==> src/rtl/term_writer_if.sv <==
// ---------------------------------------------------------------------------
// term_writer_if
//   Bus bundle for the terminal character engine: the UART byte-stream
//   handshake on one side, the text RAM system write port and the cursor /
//   status outputs on the other.
//
//   Signals
//     rx_data  [7:0]        received byte
//     rx_valid              one-cycle strobe, rx_data valid
//     rx_ready              engine can accept a byte
//     ram_addr [ADDR_W-1:0] text RAM write address
//     ram_data [7:0]        text RAM write data
//     ram_wren              text RAM write enable
//     cursor_x [5:0]        current column
//     cursor_y [4:0]        current row
//     overrun               sticky dropped-byte flag
//
//   Modports
//     slave  : the engine (consumes bytes, drives RAM port and status)
//     master : the byte source / observer
//
//   Revision: 1.0
// ---------------------------------------------------------------------------
`default_nettype none

interface term_writer_if #(
  parameter int ADDR_W = 11
);
  logic [7:0]        rx_data;
  logic              rx_valid;
  logic              rx_ready;
  logic [ADDR_W-1:0] ram_addr;
  logic [7:0]        ram_data;
  logic              ram_wren;
  logic [5:0]        cursor_x;
  logic [4:0]        cursor_y;
  logic              overrun;

  modport slave (
    input  rx_data, rx_valid,
    output rx_ready, ram_addr, ram_data, ram_wren, cursor_x, cursor_y, overrun
  );

  modport master (
    output rx_data, rx_valid,
    input  rx_ready, ram_addr, ram_data, ram_wren, cursor_x, cursor_y, overrun
  );
endinterface

`default_nettype wire

==> src/rtl/term_writer.sv <==
// ---------------------------------------------------------------------------
// term_writer
//   Terminal character engine. Interprets bytes from the UART receiver
//   (printable, CR, LF, BS, FF), tracks a cursor and issues single-cycle
//   writes on the system port of the dual-port text RAM.
//
//   Ports
//     clk     system clock
//     resetn  asynchronous active-low reset
//     bus     term_writer_if.slave (byte handshake, RAM write port,
//             cursor position, overrun flag)
//
//   Optional feature
//     TERM_CLEAR_ON_RESET_EN : when defined, the screen is cleared
//     automatically after reset is released.
//
//   Revision: 1.0
// ---------------------------------------------------------------------------
`default_nettype none

module term_writer #(
  parameter int         COLS   = 40,
  parameter int         ROWS   = 15,
  parameter int         ADDR_W = 11,
  parameter logic [7:0] BLANK  = 8'h20
) (
  input  wire logic    clk,
  input  wire logic    resetn,
  term_writer_if.slave bus
);

  localparam logic [1:0] S_IDLE  = 2'd0;
  localparam logic [1:0] S_WRITE = 2'd1;
  localparam logic [1:0] S_CLEAR = 2'd2;

  localparam logic [5:0]        X_LAST = 6'(COLS - 1);
  localparam logic [4:0]        Y_LAST = 5'(ROWS - 1);
  localparam logic [ADDR_W-1:0] A_COLS = ADDR_W'(COLS);
  localparam logic [ADDR_W-1:0] A_LAST = ADDR_W'(COLS * ROWS - 1);

  logic [1:0]        state_q, state_d;
  logic [5:0]        x_q, x_d;
  logic [4:0]        y_q, y_d;
  logic [ADDR_W-1:0] addr_q, addr_d;
  logic [7:0]        data_q, data_d;
  logic              wren_q, wren_d;
  logic              ovr_q, ovr_d;

  logic              init_pending;
  logic              rx_ready;
  logic              accept;
  logic [ADDR_W-1:0] row_base;
  logic [5:0]        x_dec;

`ifdef TERM_CLEAR_ON_RESET_EN
  // Set by reset, consumed by the first IDLE cycle which launches a clear.
  logic init_q;
  always_ff @(posedge clk or negedge resetn) begin
    if (!resetn)
      init_q <= 1'b1;
    else if (state_q == S_IDLE)
      init_q <= 1'b0;
  end
  assign init_pending = init_q;
`else
  assign init_pending = 1'b0;
`endif

  // While reset is held the engine reads as ready; once released with a
  // pending power-on clear it must refuse bytes until that clear finishes.
  assign rx_ready = (state_q == S_IDLE) && !(init_pending && resetn);
  assign accept   = bus.rx_valid && rx_ready;

  // Constant multiply; the tools reduce it to shift-add.
  assign row_base = ADDR_W'(y_q) * A_COLS;
  assign x_dec    = x_q - 6'd1;

  always_comb begin
    state_d = state_q;
    x_d     = x_q;
    y_d     = y_q;
    addr_d  = addr_q;
    data_d  = data_q;
    wren_d  = 1'b0;
    ovr_d   = ovr_q | (bus.rx_valid & ~rx_ready);

    case (state_q)
      S_IDLE: begin
        if (init_pending) begin
          state_d = S_CLEAR;
          wren_d  = 1'b1;
          addr_d  = '0;
          data_d  = BLANK;
        end else if (accept) begin
          if (bus.rx_data >= 8'h20 && bus.rx_data <= 8'h7E) begin
            state_d = S_WRITE;
            wren_d  = 1'b1;
            addr_d  = row_base + ADDR_W'(x_q);
            data_d  = bus.rx_data;
            // Advance with wrap; the screen never scrolls.
            if (x_q == X_LAST) begin
              x_d = 6'd0;
              y_d = (y_q == Y_LAST) ? 5'd0 : y_q + 5'd1;
            end else begin
              x_d = x_q + 6'd1;
            end
          end else begin
            case (bus.rx_data)
              8'h0D: x_d = 6'd0;
              8'h0A: y_d = (y_q == Y_LAST) ? 5'd0 : y_q + 5'd1;
              8'h08: begin
                if (x_q != 6'd0) begin
                  state_d = S_WRITE;
                  x_d     = x_dec;
                  wren_d  = 1'b1;
                  addr_d  = row_base + ADDR_W'(x_dec);
                  data_d  = BLANK;
                end
              end
              8'h0C: begin
                state_d = S_CLEAR;
                wren_d  = 1'b1;
                addr_d  = '0;
                data_d  = BLANK;
              end
              default: ;
            endcase
          end
        end
      end

      S_WRITE: state_d = S_IDLE;

      // ram_addr doubles as the clear counter.
      S_CLEAR: begin
        if (addr_q == A_LAST) begin
          state_d = S_IDLE;
          x_d     = 6'd0;
          y_d     = 5'd0;
        end else begin
          wren_d = 1'b1;
          addr_d = addr_q + ADDR_W'(1);
        end
      end

      default: state_d = S_IDLE;
    endcase
  end

  always_ff @(posedge clk or negedge resetn) begin
    if (!resetn) begin
      state_q <= S_IDLE;
      x_q     <= 6'd0;
      y_q     <= 5'd0;
      addr_q  <= '0;
      data_q  <= 8'd0;
      wren_q  <= 1'b0;
      ovr_q   <= 1'b0;
    end else begin
      state_q <= state_d;
      x_q     <= x_d;
      y_q     <= y_d;
      addr_q  <= addr_d;
      data_q  <= data_d;
      wren_q  <= wren_d;
      ovr_q   <= ovr_d;
    end
  end

  assign bus.rx_ready = rx_ready;
  assign bus.ram_addr = addr_q;
  assign bus.ram_data = data_q;
  assign bus.ram_wren = wren_q;
  assign bus.cursor_x = x_q;
  assign bus.cursor_y = y_q;
  assign bus.overrun  = ovr_q;

endmodule

`default_nettype wire

==> src/flat_wrapper.sv <==
// flat-port wrapper written by rule: the top's interface ports become plain ports
module term_writer_flat 
#(
  parameter int         COLS   = 40,
  parameter int         ROWS   = 15,
  parameter int         ADDR_W = 11,
  parameter logic [7:0] BLANK  = 8'h20
)
  (clk, resetn, bus_rx_data, bus_rx_valid, bus_rx_ready, bus_ram_addr, bus_ram_data, bus_ram_wren, bus_cursor_x, bus_cursor_y, bus_overrun);
  term_writer_if #(.ADDR_W(ADDR_W)) bus_i ();
  input  wire logic clk;
  input  wire logic resetn;
  input wire logic [$bits(bus_i.rx_data)-1:0] bus_rx_data;
  input wire logic [$bits(bus_i.rx_valid)-1:0] bus_rx_valid;
  output wire logic [$bits(bus_i.rx_ready)-1:0] bus_rx_ready;
  output wire logic [$bits(bus_i.ram_addr)-1:0] bus_ram_addr;
  output wire logic [$bits(bus_i.ram_data)-1:0] bus_ram_data;
  output wire logic [$bits(bus_i.ram_wren)-1:0] bus_ram_wren;
  output wire logic [$bits(bus_i.cursor_x)-1:0] bus_cursor_x;
  output wire logic [$bits(bus_i.cursor_y)-1:0] bus_cursor_y;
  output wire logic [$bits(bus_i.overrun)-1:0] bus_overrun;
  assign bus_i.rx_data = bus_rx_data;
  assign bus_i.rx_valid = bus_rx_valid;
  assign bus_rx_ready = bus_i.rx_ready;
  assign bus_ram_addr = bus_i.ram_addr;
  assign bus_ram_data = bus_i.ram_data;
  assign bus_ram_wren = bus_i.ram_wren;
  assign bus_cursor_x = bus_i.cursor_x;
  assign bus_cursor_y = bus_i.cursor_y;
  assign bus_overrun = bus_i.overrun;
  term_writer #(.COLS(COLS), .ROWS(ROWS), .ADDR_W(ADDR_W), .BLANK(BLANK)) u_core (.clk(clk), .resetn(resetn), .bus(bus_i));
endmodule
==> config.mk <==
export PLATFORM = sky130hd
export DESIGN_NAME = term_writer_flat
export DESIGN_NICKNAME = d
export VERILOG_FILES = /design/src/rtl/term_writer_if.sv /design/src/rtl/term_writer.sv /design/src/flat_wrapper.sv
export SDC_FILE = /design/constraint.sdc
export NUM_CORES = 1
export LEC_CHECK = 0
export BUFFER_PORTS_ARGS = -buffer_cell sky130_fd_sc_hd__buf_4
export CORE_ASPECT_RATIO = 0.7
export CORE_MARGIN = 3
export CORE_UTILIZATION = 58
export CTS_CLUSTER_SIZE = 10
export DETAILED_ROUTE_END_ITERATION = 7
export GPL_ROUTABILITY_DRIVEN = 0
export PLACE_DENSITY = 0.78
export SETUP_SLACK_MARGIN = 0.02
export SYNTH_ARGS = -nofsm -noshare
export SYNTH_HDL_FRONTEND = slang
export SYNTH_SLANG_ARGS = --single-unit
==> constraint.sdc <==
create_clock -name clk -period 3.3 [get_ports clk]
set_input_delay 0 -clock clk [delete_from_list [all_inputs] [get_ports clk]]
set_output_delay 0 -clock clk [all_outputs]
set_load 0.01 [all_outputs]
Word-level counts from Yosys, hierarchy flattened
Index checks and enable logic that the tools add are counted.
{"block": "classes", "n_addsub": 6, "mul": 1, "n_lt_le_gt_ge": 2, "n_eq_ne": 17, "mux": 35, "bitwise_logic": 3, "n_reduce_logical": 11}
{"operator": "two-way mux 11 bit", "count": 4}
{"operator": "case mux 11 bit (2 select lines)", "count": 2}
{"operator": "equality test 8 x 4 -> 1 bit (second input constant)", "count": 4}
{"operator": "two-way mux 5 bit", "count": 6}
{"operator": "two-way mux 6 bit", "count": 5}
{"operator": "case mux 6 bit (2 select lines)", "count": 2}
{"operator": "adder 11 x 6 -> 11 bit", "count": 2}
{"operator": "two-way mux 8 bit", "count": 2}
{"operator": "case mux 8 bit (2 select lines)", "count": 1}
{"operator": "AND reduction 5 bit", "count": 3}
{"operator": "!= test 4 bit (second input constant)", "count": 3}
{"operator": "adder 11 x 1 -> 11 bit (second input constant)", "count": 1}
{"operator": "equality test 11 x 10 -> 1 bit (second input constant)", "count": 1}
{"operator": "case mux 5 bit (2 select lines)", "count": 1}
{"operator": "greater-or-equal comparator 8 x 6 -> 1 bit (second input constant)", "count": 1}
{"operator": "<= comparator 8 x 7 -> 1 bit (second input constant)", "count": 1}
{"operator": "multiplier 5 x 3 -> 8 bit (second input constant)", "count": 1}
{"operator": "two-way mux 2 bit", "count": 4}
{"operator": "case mux 2 bit (2 select lines)", "count": 2}
{"operator": "AND reduction 4 bit", "count": 2}
{"operator": "adder 6 x 1 -> 6 bit (second input constant)", "count": 1}
{"operator": "equality test 6 bit (second input constant)", "count": 1}
{"operator": "!= test 3 bit (second input constant)", "count": 2}
{"operator": "nonzero test 6 bit", "count": 1}
{"operator": "16 further kinds", "count": 22}
{"block": "word_totals", "reg_bits": 34, "in_bits": 11, "output_inout_bits": 33, "wordCells": 82}

Longest topological paths before layout
{"block": "depth", "depth_word": 7, "depth_mapped": 11, "ltp_nobuf": 11}

Worst setup path before layout
OpenSTA, ideal clock, no wires.
{"block": "synth_timing", "kind": "flip-flop to flip-flop", "from": "reg u_core.x_q[3] (netlist: u_core.bus.cursor_x[3])", "to": "reg u_core.addr_q[9] (netlist: u_core.bus.ram_addr[9])", "setup_time_ns": 0.088, "t_arrival_ns": 2.737, "slack_ns": 0.475, "path_stages_with_launch": 10, "path_buffers": 0, "period_less_slack_ns": 2.825, "path_cell_list": "dfrtp_1 -> or3_1 -> or4_1 -> nand2_1 -> ha_1 -> nor2b_1 -> o21ai_0 -> mux2i_1 -> a2111o_1 -> a41oi_1"}
{"block": "synth_between", "elab_chain_cells": 7, "word_cells_on_any_way": 11, "cone_classes": "add/sub: 3; eq/ne: 1; mux: 5; reduce/logical: 2"}
{"item": "start: declaration", "line_no": "term_writer.sv:42", "rtl": "logic [5:0] x_q, x_d;"}
{"item": "start signal: assignment", "line_no": "term_writer.sv:153", "rtl": "x_q <= 6'd0;"}
{"item": "start signal: assignment", "line_no": "term_writer.sv:161", "rtl": "x_q <= x_d;"}
{"item": "subtractor 6 x 1 -> 6 bit", "line_no": "term_writer.sv:76", "rtl": "assign x_dec = x_q - 6'd1;"}
{"item": "adder 11 x 6 -> 11 bit", "line_no": "term_writer.sv:116", "rtl": "addr_d = row_base + ADDR_W'(x_dec);"}
{"item": "two-way mux 11 bit", "line_no": "term_writer.sv:112", "rtl": "if (x_q != 6'd0) begin"}
{"item": "case mux 11 bit (2 select lines)", "line_no": "term_writer.sv:108", "rtl": "case (bus.rx_data)"}
{"item": "two-way mux 11 bit", "line_no": "term_writer.sv:95", "rtl": "if (bus.rx_data >= 8'h20 && bus.rx_data <= 8'h7E) begin"}
{"item": "two-way mux 11 bit", "line_no": "term_writer.sv:94", "rtl": "end else if (accept) begin"}
{"item": "case mux 11 bit (2 select lines)", "line_no": "term_writer.sv:87", "rtl": "case (state_q)"}
{"item": "end signal: assignment", "line_no": "term_writer.sv:163", "rtl": "addr_q <= addr_d;"}
{"item": "end: declaration", "line_no": "term_writer.sv:44", "rtl": "logic [ADDR_W-1:0] addr_q, addr_d;"}
Parallel ways exist; a longest one is shown, timed or not. The select of a mux whose other input is x is not followed.
A chain may end at the register's enable or synchronous reset.

Final worst setup path
{"block": "layout_timing", "from": "reg u_core.x_q[4] (netlist: u_core.bus.cursor_x[4])", "to": "reg u_core.addr_q[9] (netlist: u_core.bus.ram_addr[9])"}
Same word-level chain as after synthesis.

==> run summary <==
Most frequent cells in the layout - 49 x buf_4, 34 x dfrtp_1, 23 x o21ai_0, 22 x nand2_1, 21 x a21oi_1
Vias per inst - 6.67
Rel. slew slack - 0.436
Status - complete, no violations
Port bufs - 43
Detailed Route WL - 7840 um
First-pass GRT wire length - 12300 um
Initial Util - 0.625
Setup Viol. Count Final - 0
Synthesized flop and latch total - 34
Rows - 20
Commonest non-fill, non-tap cell in the layout - buf_4
Die Height - 64.3 um
Final Critical Period - 3.07 ns
TNS Setup - 0 ns
Cts hold-fix bufs - 5
CTS tree - yes
Root Buffer - clkbuf_8
CTS Buf Count - 5
GRT overflow - 0
Maximum clock rate - 326 MHz
Worst EP arrival - 3.28 ns
Diodes inserted - 0
Final period utilization - 0.931
Area grow syn2layout - 18.5%
Least-Margin Pin Slew - 0.846 ns
Cell family with most CP delay - simple AND/OR/NAND/NOR gates
Max incr delay on CP - 0.46 ns
Slew Limit Fails - 0
Leakage - 1.42 nW
Initial DRC count - 337
DIE AREA - 0.00574 mm^2
Largest net degree at the start of global routing - 35
DR vias - 2800
Fin. Hold Viols - 0
CP startpoint kind - flop
Total power - 1.63 mW
Layout cells sized above 1 - 0.195
DRC - 0
Max Buffers Root-to-Sink - 2
Synthesized instance count - 317
Number of flops mapped to enable cells by yosys - 0
Worst hold slack - 0.0116 ns
Mapped Area - 0.00282 mm^2
H-tree level count - 2
Hold WC Path Type - in2reg
Unrepaired setup endpoints after global routing - false
Critical path's slowest cell - dfrtp_1
WS Path Type - reg2reg
Gr usage total - 0.278
Maximum vdd drop - 0.331 mV
DRT Pass-1 Iters - 5
Post-synthesis average cell area - 8.88 um^2
Sink Count - 34
Post-Syn Nets - 349
Synth warn - 0
CP Capture Type - flop
CP bufs+invs - 0
Chip width - 89.3 um
Final clock skew - 0.00689 ns
Ys async rst share - 1.00
CP required - 3.50 ns
Ys flop type - dfrtp_1
Sequential fraction of the synthesis area - 0.302
Post-route antenna net violation count - 0
Cell Chain, Critical Path - or3_1, or4_1, nand2_1, ha_1, nor2b_1, o21ai_0, mux2i_1, a2111o_1, a41oi_1
Worst-skew pair later-pin latency - 0.29 ns
Core box area - 0.00450 mm^2
Setup slack, reg-to-reg - 0.23 ns
PostCTS Resize Cnt - 0
Synth cell types - 67
CP max FO - 7
PD cells - 489 mW/mm^2
Clock slew at reported path FFs - 0.07 ns
Post-CTS setup buffer count - 0
WL/cell - 18.7 um
Initial antenna violation count - 0
Half-perimeter wire length after placement - 5690 um
Layout Nets - 396
Max cap viols - 0
I/O pins - 44
Vias in the first global route - 2426
-- worst register-to-register path: stages (launching register included) --
cell      delay, ns
dfrtp_1        0.46
or3_1          0.42
or4_1          0.44
nand2_1        0.09
ha_1           0.27
nor2b_1        0.16
o21ai_0        0.32
mux2i_1        0.17
a2111o_1       0.44
a41oi_1        0.21
-- worst paths after layout --
kind	cells past startpoint	end	start
max	9	u_core.bus.ram_addr[9]	u_core.bus.cursor_x[4]
min	2	u_core.bus.ram_data[1]	bus_rx_data[1]
max in group asynchronous	2	u_core.bus.cursor_x[0]	resetn
min in group asynchronous	2	u_core.bus.ram_addr[4]	resetn
max reg2reg	9	u_core.bus.ram_addr[9]	u_core.bus.cursor_x[4]
min reg2reg	1	u_core.bus.overrun	u_core.bus.overrun
-- stage by stage --
stage / std cells / util / instance area [um^2] / worst slack (ns)
3_3_place_gp: 407 / 0.706 / 3180 / 0.475
4_1_cts: 420 / 0.741 / 3340 / 0.296
6_report: 420 / 0.741 / 3340 / 0.228
2_1_floorplan: 317 / - / 2820 / 0.475
3_5_place_dp: 407 / 0.706 / 3180 / 0.293
5_1_grt: 420 / 0.741 / 3340 / 0.0306
-- cell type report --
| class | instances | area (um^2) |
|---|---|---|
| clock inverters | 1 | 30.0 |
| repair buffers | 54 | 418 |
| well taps | 55 | 68.8 |
| flip-flops and latches | 34 | 851 |
| inverters | 17 | 63.8 |
| multi-input cells | 252 | 1830 |
| fillers | 345 | 1170 |
| clock buffers | 7 | 76.3 |
-- Yosys cell counts, drive strengths merged, types with 6 or more instances --
cell type | instances | area (um^2)
o31ai | 12 | 95.1
inv | 17 | 63.8
a21oi | 21 | 105
clkbuf | 9 | 33.8
o21ai | 24 | 120
ha | 18 | 225
mux2i | 7 | 70.1
and3 | 8 | 51.3
xnor2 | 7 | 61.3
nand2 | 22 | 82.6
nor3 | 9 | 45.0
nand4 | 6 | 37.5
a22o | 6 | 53.8
a31oi | 6 | 52.6
dfrtp | 34 | 851
nor2 | 11 | 41.3
nand3 | 14 | 70.1
-- cell families after synthesis --
kind of cell               count (synthesis)  synth area share
buffers and inverters                     31            0.0480
adders and majority gates                 21             0.101
and+or+nand+nor                          109             0.225
AOI/OAI and AO/OA                        104             0.264
muxes                                      8            0.0289
DFF                                       34             0.302
xor gates and xnor gates                  10            0.0311
-- report_power, final --
part / switching [mW] / internal, mW
logic: 0.345 / 0.285
registers: 0.128 / 0.496
clock network: 0.152 / 0.226
-- flip-flops by register name, indices dropped and copies added, names as in the netlist --
| register | count |
|---|---|
| u_core.bus.ram_addr | 11 |
| u_core.bus.ram_data | 8 |
| u_core.bus.cursor_x | 6 |
| u_core.bus.cursor_y | 5 |
| u_core.state_q | 2 |
| u_core.bus.overrun | 1 |
| u_core.bus.ram_wren | 1 |
-- per-layer routing --
layer	share of wire	track usage	vias up
li1	-	-	1306
met1	0.47	0.440	1335
met2	0.43	0.380	149
met3	0.090	0.0515	10
met4	0.013	0.0762	0
met5	0	0	-
Power figures use the tool's default switching activity.
